File: config.mk
export PLATFORM = sky130hd
export DESIGN_NAME = muldiv_sequencer_flat
export DESIGN_NICKNAME = d
export VERILOG_FILES = /design/src/rtl/muldiv_pkg.sv /design/src/rtl/muldiv_if.sv /design/src/rtl/muldiv_core.sv /design/src/rtl/muldiv_sequencer.sv /design/src/flat_wrapper.sv
export SDC_FILE = /design/constraint.sdc
export NUM_CORES = 1
export LEC_CHECK = 0
export ABC_CLOCK_PERIOD_IN_PS = 7700
export BUFFER_PORTS_ARGS = -buffer_cell sky130_fd_sc_hd__buf_2
export CAP_MARGIN = 20
export CORE_MARGIN = 5
export CORE_UTILIZATION = 30
export CTS_CLUSTER_SIZE = 20
export DETAILED_ROUTE_END_ITERATION = 12
export GPL_TIMING_DRIVEN = 0
export PLACE_DENSITY = 0.48
export SETUP_SLACK_MARGIN = 0.1
export SLEW_MARGIN = 20
export SYNTH_ARGS = -nofsm -noshare
export SYNTH_HDL_FRONTEND = slang
export SYNTH_SLANG_ARGS = --single-unit
File: constraint.sdc
create_clock -name Clock -period 7.7 [get_ports Clock]
set_input_delay 0.385 -clock Clock [delete_from_list [all_inputs] [get_ports Clock]]
set_output_delay 0.385 -clock Clock [all_outputs]
set_load 0.01 [all_outputs]
File: src/rtl/muldiv_pkg.sv
// -----------------------------------------------------------------------------
// muldiv_pkg
// Shared definitions for the multi-cycle multiply/divide sequencer:
//   WIDTH    operand width (only 32 is supported; HiLo is 2*WIDTH)
//   ITER     iterations per operation (equals WIDTH, one bit per cycle)
//   opCode_t MULT / MULTU / DIV / DIVU encodings as presented by EX
//   state_t  sequencer states
// -----------------------------------------------------------------------------
package muldiv_pkg;

    localparam int WIDTH = 32;
    localparam int ITER  = 32;

    typedef enum logic [1:0] {
        OP_MULT  = 2'b00,
        OP_MULTU = 2'b01,
        OP_DIV   = 2'b10,
        OP_DIVU  = 2'b11
    } opCode_t;

    typedef enum logic [1:0] {
        S_IDLE = 2'b00,
        S_RUN  = 2'b01,
        S_FIX  = 2'b10,
        S_DONE = 2'b11
    } state_t;

    function automatic logic opIsDiv(input opCode_t op);
        return (op == OP_DIV) || (op == OP_DIVU);
    endfunction

    function automatic logic opIsSigned(input opCode_t op);
        return (op == OP_MULT) || (op == OP_DIV);
    endfunction

endpackage

File: src/rtl/muldiv_if.sv
// -----------------------------------------------------------------------------
// muldiv_if
// Handshake and result bundle between the EX stage (master) and the muldiv
// sequencer (slave).
//   Start       EX holds a valid muldiv instruction this cycle
//   Flush       EX instruction is squashed (qualifies Start)
//   Op          operation code (see muldiv_pkg::opCode_t)
//   OpA, OpB    forwarded rs / rt values
//   HiLoAccess  EX instruction is mfhi, mflo, mthi or mtlo
//   Stall       hold PC, IF/ID and ID/EX; bubble into EX/MEM
//   Busy        sequencer is not idle
//   HiLoEn      one-cycle HiLo write strobe
//   HiLoWrite   result as {Hi, Lo}
//   DivByZero   divide had a zero divisor (valid with HiLoEn)
// -----------------------------------------------------------------------------
interface muldiv_if;
    import muldiv_pkg::*;

    logic                 Start;
    logic                 Flush;
    logic [1:0]           Op;
    logic [WIDTH-1:0]     OpA;
    logic [WIDTH-1:0]     OpB;
    logic                 HiLoAccess;
    logic                 Stall;
    logic                 Busy;
    logic                 HiLoEn;
    logic [2*WIDTH-1:0]   HiLoWrite;
    logic                 DivByZero;

    modport master (
        output Start, Flush, Op, OpA, OpB, HiLoAccess,
        input  Stall, Busy, HiLoEn, HiLoWrite, DivByZero
    );

    modport slave (
        input  Start, Flush, Op, OpA, OpB, HiLoAccess,
        output Stall, Busy, HiLoEn, HiLoWrite, DivByZero
    );

endinterface

File: src/rtl/muldiv_core.sv
// -----------------------------------------------------------------------------
// muldiv_core
// Iterative datapath: shift-add multiply and restoring divide, one bit per
// step, operating on magnitudes, followed by a single sign-fixup cycle.
//   Clock     system clock, rising edge
//   load      capture operands (magnitudes, signs, zero-divisor flag)
//   step      perform one iteration
//   fix       apply sign fixup / divide-by-zero result
//   isDiv     operation is a divide (sampled with load)
//   isSigned  operation is signed (sampled with load)
//   opA, opB  raw operands
//   result    {Hi, Lo}: product, or {remainder, quotient}
//   divZero   captured divisor was zero on a divide
// Datapath registers carry no reset; the sequencer gates what leaves the block.
// -----------------------------------------------------------------------------
module muldiv_core
    import muldiv_pkg::*;
(
    input  logic                 Clock,
    input  logic                 load,
    input  logic                 step,
    input  logic                 fix,
    input  logic                 isDiv,
    input  logic                 isSigned,
    input  logic [WIDTH-1:0]     opA,
    input  logic [WIDTH-1:0]     opB,
    output logic [2*WIDTH-1:0]   result,
    output logic                 divZero
);

    localparam int W = WIDTH;

    // acc holds {product_hi, multiplier/product_lo} for multiply and
    // {remainder, dividend/quotient} for divide.
    logic [2*W-1:0] acc;
    logic [W-1:0]   operand;     // multiplicand or divisor magnitude
    logic [W-1:0]   origA;       // unmodified dividend, returned as Hi on /0
    logic           divMode;
    logic           negMain;     // negate product or quotient
    logic           negRem;      // remainder follows dividend sign
    logic           zeroDivisor;

    logic [W:0]     mulSum;
    logic [W:0]     remShift;
    logic [W:0]     trial;

    // Magnitude of a signed value; 0x80000000 maps to itself, which is the
    // correct unsigned magnitude 2^31.
    function automatic logic [W-1:0] magnitude(input logic signed [W-1:0] v,
                                               input logic useSign);
        logic signed [W-1:0] negV;
        negV = -v;
        return (useSign && v[W-1]) ? negV : v;
    endfunction

    function automatic logic [W-1:0] negWord(input logic [W-1:0] v);
        return ~v + 1'b1;
    endfunction

    function automatic logic [2*W-1:0] negDword(input logic [2*W-1:0] v);
        return ~v + 1'b1;
    endfunction

    // Carry out of the upper half is kept: it becomes the new MSB on shift.
    assign mulSum   = {1'b0, acc[2*W-1:W]} + {1'b0, operand};
    // Remainder after the left shift can reach W+1 bits before the trial.
    assign remShift = acc[2*W-1:W-1];
    assign trial    = remShift - {1'b0, operand};

    always_ff @(posedge Clock) begin
        if (load) begin
            divMode     <= isDiv;
            negMain     <= isSigned & (opA[W-1] ^ opB[W-1]);
            negRem      <= isSigned & opA[W-1];
            zeroDivisor <= isDiv & (opB == '0);
            origA       <= opA;
            if (isDiv) begin
                acc     <= {{W{1'b0}}, magnitude(opA, isSigned)};
                operand <= magnitude(opB, isSigned);
            end else begin
                acc     <= {{W{1'b0}}, magnitude(opB, isSigned)};
                operand <= magnitude(opA, isSigned);
            end
        end else if (step) begin
            if (divMode) begin
                if (!trial[W]) begin
                    acc <= {trial[W-1:0], acc[W-2:0], 1'b1};
                end else begin
                    acc <= {acc[2*W-2:0], 1'b0};
                end
            end else begin
                if (acc[0]) begin
                    acc <= {mulSum, acc[W-1:1]};
                end else begin
                    acc <= {1'b0, acc[2*W-1:1]};
                end
            end
        end else if (fix) begin
            if (divMode) begin
                if (zeroDivisor) begin
                    acc <= {origA, {W{1'b1}}};
                end else begin
                    acc[2*W-1:W] <= negRem  ? negWord(acc[2*W-1:W]) : acc[2*W-1:W];
                    acc[W-1:0]   <= negMain ? negWord(acc[W-1:0])   : acc[W-1:0];
                end
            end else if (negMain) begin
                acc <= negDword(acc);
            end
        end
    end

    assign result  = acc;
    assign divZero = zeroDivisor;

endmodule

File: src/rtl/muldiv_sequencer.sv
// -----------------------------------------------------------------------------
// muldiv_sequencer
// Multi-cycle MULT/MULTU/DIV/DIVU sequencer beside the EX-stage ALU. Owns all
// muldiv writes into HiLo and stalls the pipeline front on collisions.
//   Clock  system clock, rising edge
//   Reset  synchronous, active-low reset
//   bus    muldiv_if.slave: Start/Flush/Op/OpA/OpB/HiLoAccess in,
//          Stall/Busy/HiLoEn/HiLoWrite/DivByZero out
// Timing: Start accepted in cycle k -> RUN k+1..k+32, FIX k+33,
// DONE (HiLoEn) k+34, IDLE k+35.
// -----------------------------------------------------------------------------
module muldiv_sequencer
    import muldiv_pkg::*;
(
    input  logic     Clock,
    input  logic     Reset,
    muldiv_if.slave  bus
);

    localparam int CNT_W = $clog2(ITER);

    state_t              state;
    state_t              stateNext;
    logic [CNT_W-1:0]    count;
    logic                load;
    logic                step;
    logic                fix;
    logic                busy;
    logic                hiLoEn;
    opCode_t             op;
    logic [2*WIDTH-1:0]  coreResult;
    logic                coreDivZero;

    assign op = opCode_t'(bus.Op);

    always_ff @(posedge Clock) begin
        if (!Reset) begin
            state <= S_IDLE;
            count <= '0;
        end else begin
            state <= stateNext;
            if (load) begin
                count <= CNT_W'(ITER - 1);
            end else if (step) begin
                count <= count - 1'b1;
            end
        end
    end

    // Flush only qualifies a new Start; an operation already running belongs
    // to a committed instruction and always completes.
    always_comb begin
        stateNext = state;
        load      = 1'b0;
        step      = 1'b0;
        fix       = 1'b0;
        case (state)
            S_IDLE: begin
                if (bus.Start && !bus.Flush) begin
                    load      = 1'b1;
                    stateNext = S_RUN;
                end
            end
            S_RUN: begin
                step = 1'b1;
                if (count == '0) begin
                    stateNext = S_FIX;
                end
            end
            S_FIX: begin
                fix       = 1'b1;
                stateNext = S_DONE;
            end
            S_DONE: begin
                stateNext = S_IDLE;
            end
            default: begin
                stateNext = S_IDLE;
            end
        endcase
    end

    muldiv_core u_core (
        .Clock    (Clock),
        .load     (load),
        .step     (step),
        .fix      (fix),
        .isDiv    (opIsDiv(op)),
        .isSigned (opIsSigned(op)),
        .opA      (bus.OpA),
        .opB      (bus.OpB),
        .result   (coreResult),
        .divZero  (coreDivZero)
    );

    assign busy   = (state != S_IDLE);
    assign hiLoEn = (state == S_DONE);

    // Stall covers DONE as well: HiLo only takes the new value at the end of
    // DONE, so an mfhi/mflo in that cycle would read the stale contents.
    assign bus.Busy      = busy;
    assign bus.Stall     = busy & (bus.Start | bus.HiLoAccess);
    assign bus.HiLoEn    = hiLoEn;
    assign bus.HiLoWrite = hiLoEn ? coreResult : '0;
    assign bus.DivByZero = hiLoEn & coreDivZero;

endmodule

File: src/flat_wrapper.sv
// flat-port wrapper written by rule: the top's interface ports become plain ports
module muldiv_sequencer_flat import muldiv_pkg::*;
  (Clock, Reset, bus_Start, bus_Flush, bus_Op, bus_OpA, bus_OpB, bus_HiLoAccess, bus_Stall, bus_Busy, bus_HiLoEn, bus_HiLoWrite, bus_DivByZero);
  muldiv_if bus_i ();
  input  logic Clock;
  input  logic Reset;
  input wire logic [$bits(bus_i.Start)-1:0] bus_Start;
  input wire logic [$bits(bus_i.Flush)-1:0] bus_Flush;
  input wire logic [$bits(bus_i.Op)-1:0] bus_Op;
  input wire logic [$bits(bus_i.OpA)-1:0] bus_OpA;
  input wire logic [$bits(bus_i.OpB)-1:0] bus_OpB;
  input wire logic [$bits(bus_i.HiLoAccess)-1:0] bus_HiLoAccess;
  output wire logic [$bits(bus_i.Stall)-1:0] bus_Stall;
  output wire logic [$bits(bus_i.Busy)-1:0] bus_Busy;
  output wire logic [$bits(bus_i.HiLoEn)-1:0] bus_HiLoEn;
  output wire logic [$bits(bus_i.HiLoWrite)-1:0] bus_HiLoWrite;
  output wire logic [$bits(bus_i.DivByZero)-1:0] bus_DivByZero;
  assign bus_i.Start = bus_Start;
  assign bus_i.Flush = bus_Flush;
  assign bus_i.Op = bus_Op;
  assign bus_i.OpA = bus_OpA;
  assign bus_i.OpB = bus_OpB;
  assign bus_i.HiLoAccess = bus_HiLoAccess;
  assign bus_Stall = bus_i.Stall;
  assign bus_Busy = bus_i.Busy;
  assign bus_HiLoEn = bus_i.HiLoEn;
  assign bus_HiLoWrite = bus_i.HiLoWrite;
  assign bus_DivByZero = bus_i.DivByZero;
  muldiv_sequencer u_core (.Clock(Clock), .Reset(Reset), .bus(bus_i));
endmodule
==> summary.md <==
Timing
* **maximum operating frequency** 196 MHz
* **final worst clock skew** 0.0150 ns
* **Period minus WS final** 5.11 ns
* **Worst Hold Margin** 0.155 ns
* **actual transition at the worst max-transition pin** 1.16 ns
* **headroom to the max-slew limit** 20.5%
* **smallest setup slack after layout** 2.59 ns
* **final setup violation count** 0
* **final count of pins violating max slew** 0
* **Fin. Hold Viols** 0
* **setup TNS after final layout** 0 ns
* **crit share post-route** 66.4%
* **RSZ-0062 raised after global routing** no

Routing
* **wirelength, routed** 70.9 mm
* **post-DR vias/cell** 5.77
* **Pre-Repair DR Iteration Count** 5
* **via count of the routed design** 15.7k
* **Remaining DRCs** 0
* **average wire per cell in the routed design** 26.1 um
* **remaining antenna violation count after routing** 0
* **DRT iter0 DRCs** 1682

Placed design
* **sum of net half-perimeters after detailed placement** 56.4 mm
* **number of I/O port buffers** 138
* **placer congestion estimate** 0.934
* **post-placement setup slack** 2.75 ns
* **Placed Instance Area** 16600 sq um

Worst setup path
* **arrival time of the worst setup path** 5.37 ns
* **crit path capture type** flip-flop
* **worst-path fanout max** 10
* **nature of the critical path startpoint** flip-flop
* **worst setup path class** reg2reg
* **data required time at the worst endpoint** 7.96 ns

Global route
* **wire length of the first global-routing pass** 103 mm
* **maximum number of pins on one net before global-route repair** 53
* **initial antenna violation count** 0
* **number of global-route vias before repair** 15.1k
* **GR Util All Layers** 25.4%
* **grt ovf** 0

Clock network
* **number of clock buffers inserted by TritonCTS** 17
* **clock sink count** 139
* **post-CTS setup repair buffer count** 0
* **Max Buffers Root-to-Sink** 2
* **clock slew at reported path FFs** 0.07 ns
* **number of H-tree levels** 4
* **cts repair resizes** 0
* **hold-fix buffers at CTS** 0
* **CTS root buf** sky130_fd_sc_hd__clkbuf_16
* **clock latency of the later-clocked register in the worst-skew pair** 0.46 ns
* **clock tree from TritonCTS** yes

Yosys
* **Gate Count Post-Synth** 1871
* **synthesized flop and latch total** 139
* **average size of a mapped cell** 8.02 sq um
* **share of Yosys cell area claimed by the top area cell type** 26.4%
* **number of synthesized flops with an enable pin** 132
* **count of unique library cells instantiated by Yosys** 94
* **top_reg_cell synth** sky130_fd_sc_hd__edfxtp_1
* **post-synthesis async set-or-reset flop share** 0%
* **Syn Nets** 2019
* **area leader, netlist** sky130_fd_sc_hd__edfxtp_1
* **Cell Area, Synth** 15000 sq um
* **share of synthesized area occupied by flip-flops and latches** 27.4%
* **biggest area contributors in the synthesized netlist** sky130_fd_sc_hd__edfxtp_1 26%, sky130_fd_sc_hd__a21oi_1 6.6%, sky130_fd_sc_hd__ha_1 6.3%, sky130_fd_sc_hd__xnor2_1 5.5%, sky130_fd_sc_hd__nor2_1 4.1%
* **total of warnings raised by yosys** 0

Worst hold path
* **class of the most critical hold timing path** in2reg

Final layout
* **# nets final** 2178
* **share of layout cells above drive strength 1** 11.6%
* **final instance area** 17200 sq um
* **layout overhead on the synthesized area** 14.4%
* **commonest non-fill, non-tap cells in the layout** 197 x sky130_fd_sc_hd__a21oi_1, 165 x sky130_fd_sc_hd__nor2_1, 162 x sky130_fd_sc_hd__nand2_1
* **post-layout utilization of the core** 34.4%
* **Antenna Cells** 0
* **most common cell after layout, fill and taps aside** sky130_fd_sc_hd__a21oi_1

Floorplanning
* **die width** 234 um
* **num ports** 139
* **Core Rows** 82
* **Chip Height** 234 um
* **Die Area** 54600 sq um
* **core area** 49900 sq um
* **effective utilization at floorplan** 30.1%

Outcome
* **result of the run** complete, no violations

Flow run
* **reported max-cap violation count** 0

Pwr
* **Max VDD drop** 0.175 mV
* **total power per unit cell area** 437 nW/um^2
* **Leak** 6.57 nW

## kinds of logic after synthesis
group / after synthesis / share of synthesized area [%]
flip-flops: 139 / 27.4
adder cells (fa/ha/maj): 77 / 6.52
XOR/XNOR: 162 / 9.46
buffers and inverters: 196 / 5.29
multiplexers: 65 / 4.43
AND/OR/NAND/NOR: 633 / 21.2
AO/OA/AOI/OAI: 599 / 25.7
## final timing paths
kind,from,cells past startpoint,slack [ns],endpoint
max,u_core.u_core.result[31],13,2.59,u_core.u_core.result[34]
max reg2reg,u_core.u_core.result[31],13,2.59,u_core.u_core.result[34]
min,bus_OpA[1],1,0.16,u_core.u_core.origA[1]
min reg2reg,u_core.state[0],2,0.55,u_core.state[0]
## registers in the layout, indices dropped and copies added, names as in the netlist, 2 cells and up
| register | cells |
|---|---|
| u_core.u_core.operand | 32 |
| u_core.state | 2 |
| u_core.u_core.origA | 32 |
| u_core.u_core.result | 64 |
| u_core.count | 5 |
## Yosys cell counts, types with 12 or more instances
cell type,n
sky130_fd_sc_hd__a211oi_1,28
sky130_fd_sc_hd__clkbuf_1,94
sky130_fd_sc_hd__mux2i_1,54
sky130_fd_sc_hd__a221oi_1,18
sky130_fd_sc_hd__nand4_1,15
sky130_fd_sc_hd__ha_1,75
sky130_fd_sc_hd__o21ai_0,116
sky130_fd_sc_hd__and2_1,77
sky130_fd_sc_hd__o211ai_1,28
sky130_fd_sc_hd__inv_1,72
sky130_fd_sc_hd__nor4_1,22
sky130_fd_sc_hd__a31oi_1,23
sky130_fd_sc_hd__a21oi_1,197
sky130_fd_sc_hd__nand2_1,164
sky130_fd_sc_hd__nor3_1,50
sky130_fd_sc_hd__nand2b_1,22
sky130_fd_sc_hd__o221ai_1,18
sky130_fd_sc_hd__nor2_1,165
sky130_fd_sc_hd__xnor2_1,94
sky130_fd_sc_hd__buf_1,12
sky130_fd_sc_hd__a21o_1,35
sky130_fd_sc_hd__xor2_1,68
sky130_fd_sc_hd__nand3_1,32
sky130_fd_sc_hd__o31ai_1,18
sky130_fd_sc_hd__edfxtp_1,132
## through the flow
| step | instances | power, mW |
|---|---|---|
| finish | 2715 | 7.50 |
| global route | 2715 | 7.96 |
| CTS | 2715 | 7.40 |
| detailed placement | 2683 | 6.54 |
| global placement | 2681 | 6.53 |
| floorplan | 1871 | 4.80 |
## final cells by class
class                      instances  area (sq um)
inverter                          76           285
multi-input combinational       1536         10100
clock inverter                    15           141
buffer                           120           512
fill                            5370         32700
clock buffer                      17           425
sequential                       139          4100
tap                              672           841
timing repair buffer             140           738
## routing by layer
metal  wire length (um)  vias up  GRT usage, %
met1              30600     7528          34.5
li1                   -     7267             -
met5                  0        -             0
met2              32200      742          40.9
met3               5080      122          3.70
met4               3000        0          10.0
## where the power goes
group	total, mW	switching (mW)	leakage, nW	internal, mW
registers	1.67	0.409	1.30	1.26
clock network	0.835	0.384	0.278	0.451
logic	5.00	3.27	5.00	1.72
total	7.50	4.07	6.57	3.43
## worst max-delay path: stages (launching register included)
cell and delay, ns:
sky130_fd_sc_hd__edfxtp_1 0.66, sky130_fd_sc_hd__inv_1 0.09, sky130_fd_sc_hd__ha_1 0.22, sky130_fd_sc_hd__fa_1 0.39, sky130_fd_sc_hd__nand2b_1 0.22, sky130_fd_sc_hd__a21oi_1 0.25
sky130_fd_sc_hd__o21ai_1 0.23, sky130_fd_sc_hd__o21ai_0 0.39, sky130_fd_sc_hd__nand3_1 0.29, sky130_fd_sc_hd__nor3b_2 0.33, sky130_fd_sc_hd__nor2_1 0.74, sky130_fd_sc_hd__clkbuf_1 0.67
sky130_fd_sc_hd__nand2_1 0.11, sky130_fd_sc_hd__a311oi_1 0.31
Note: power is estimated with default switching activity, not from simulation.
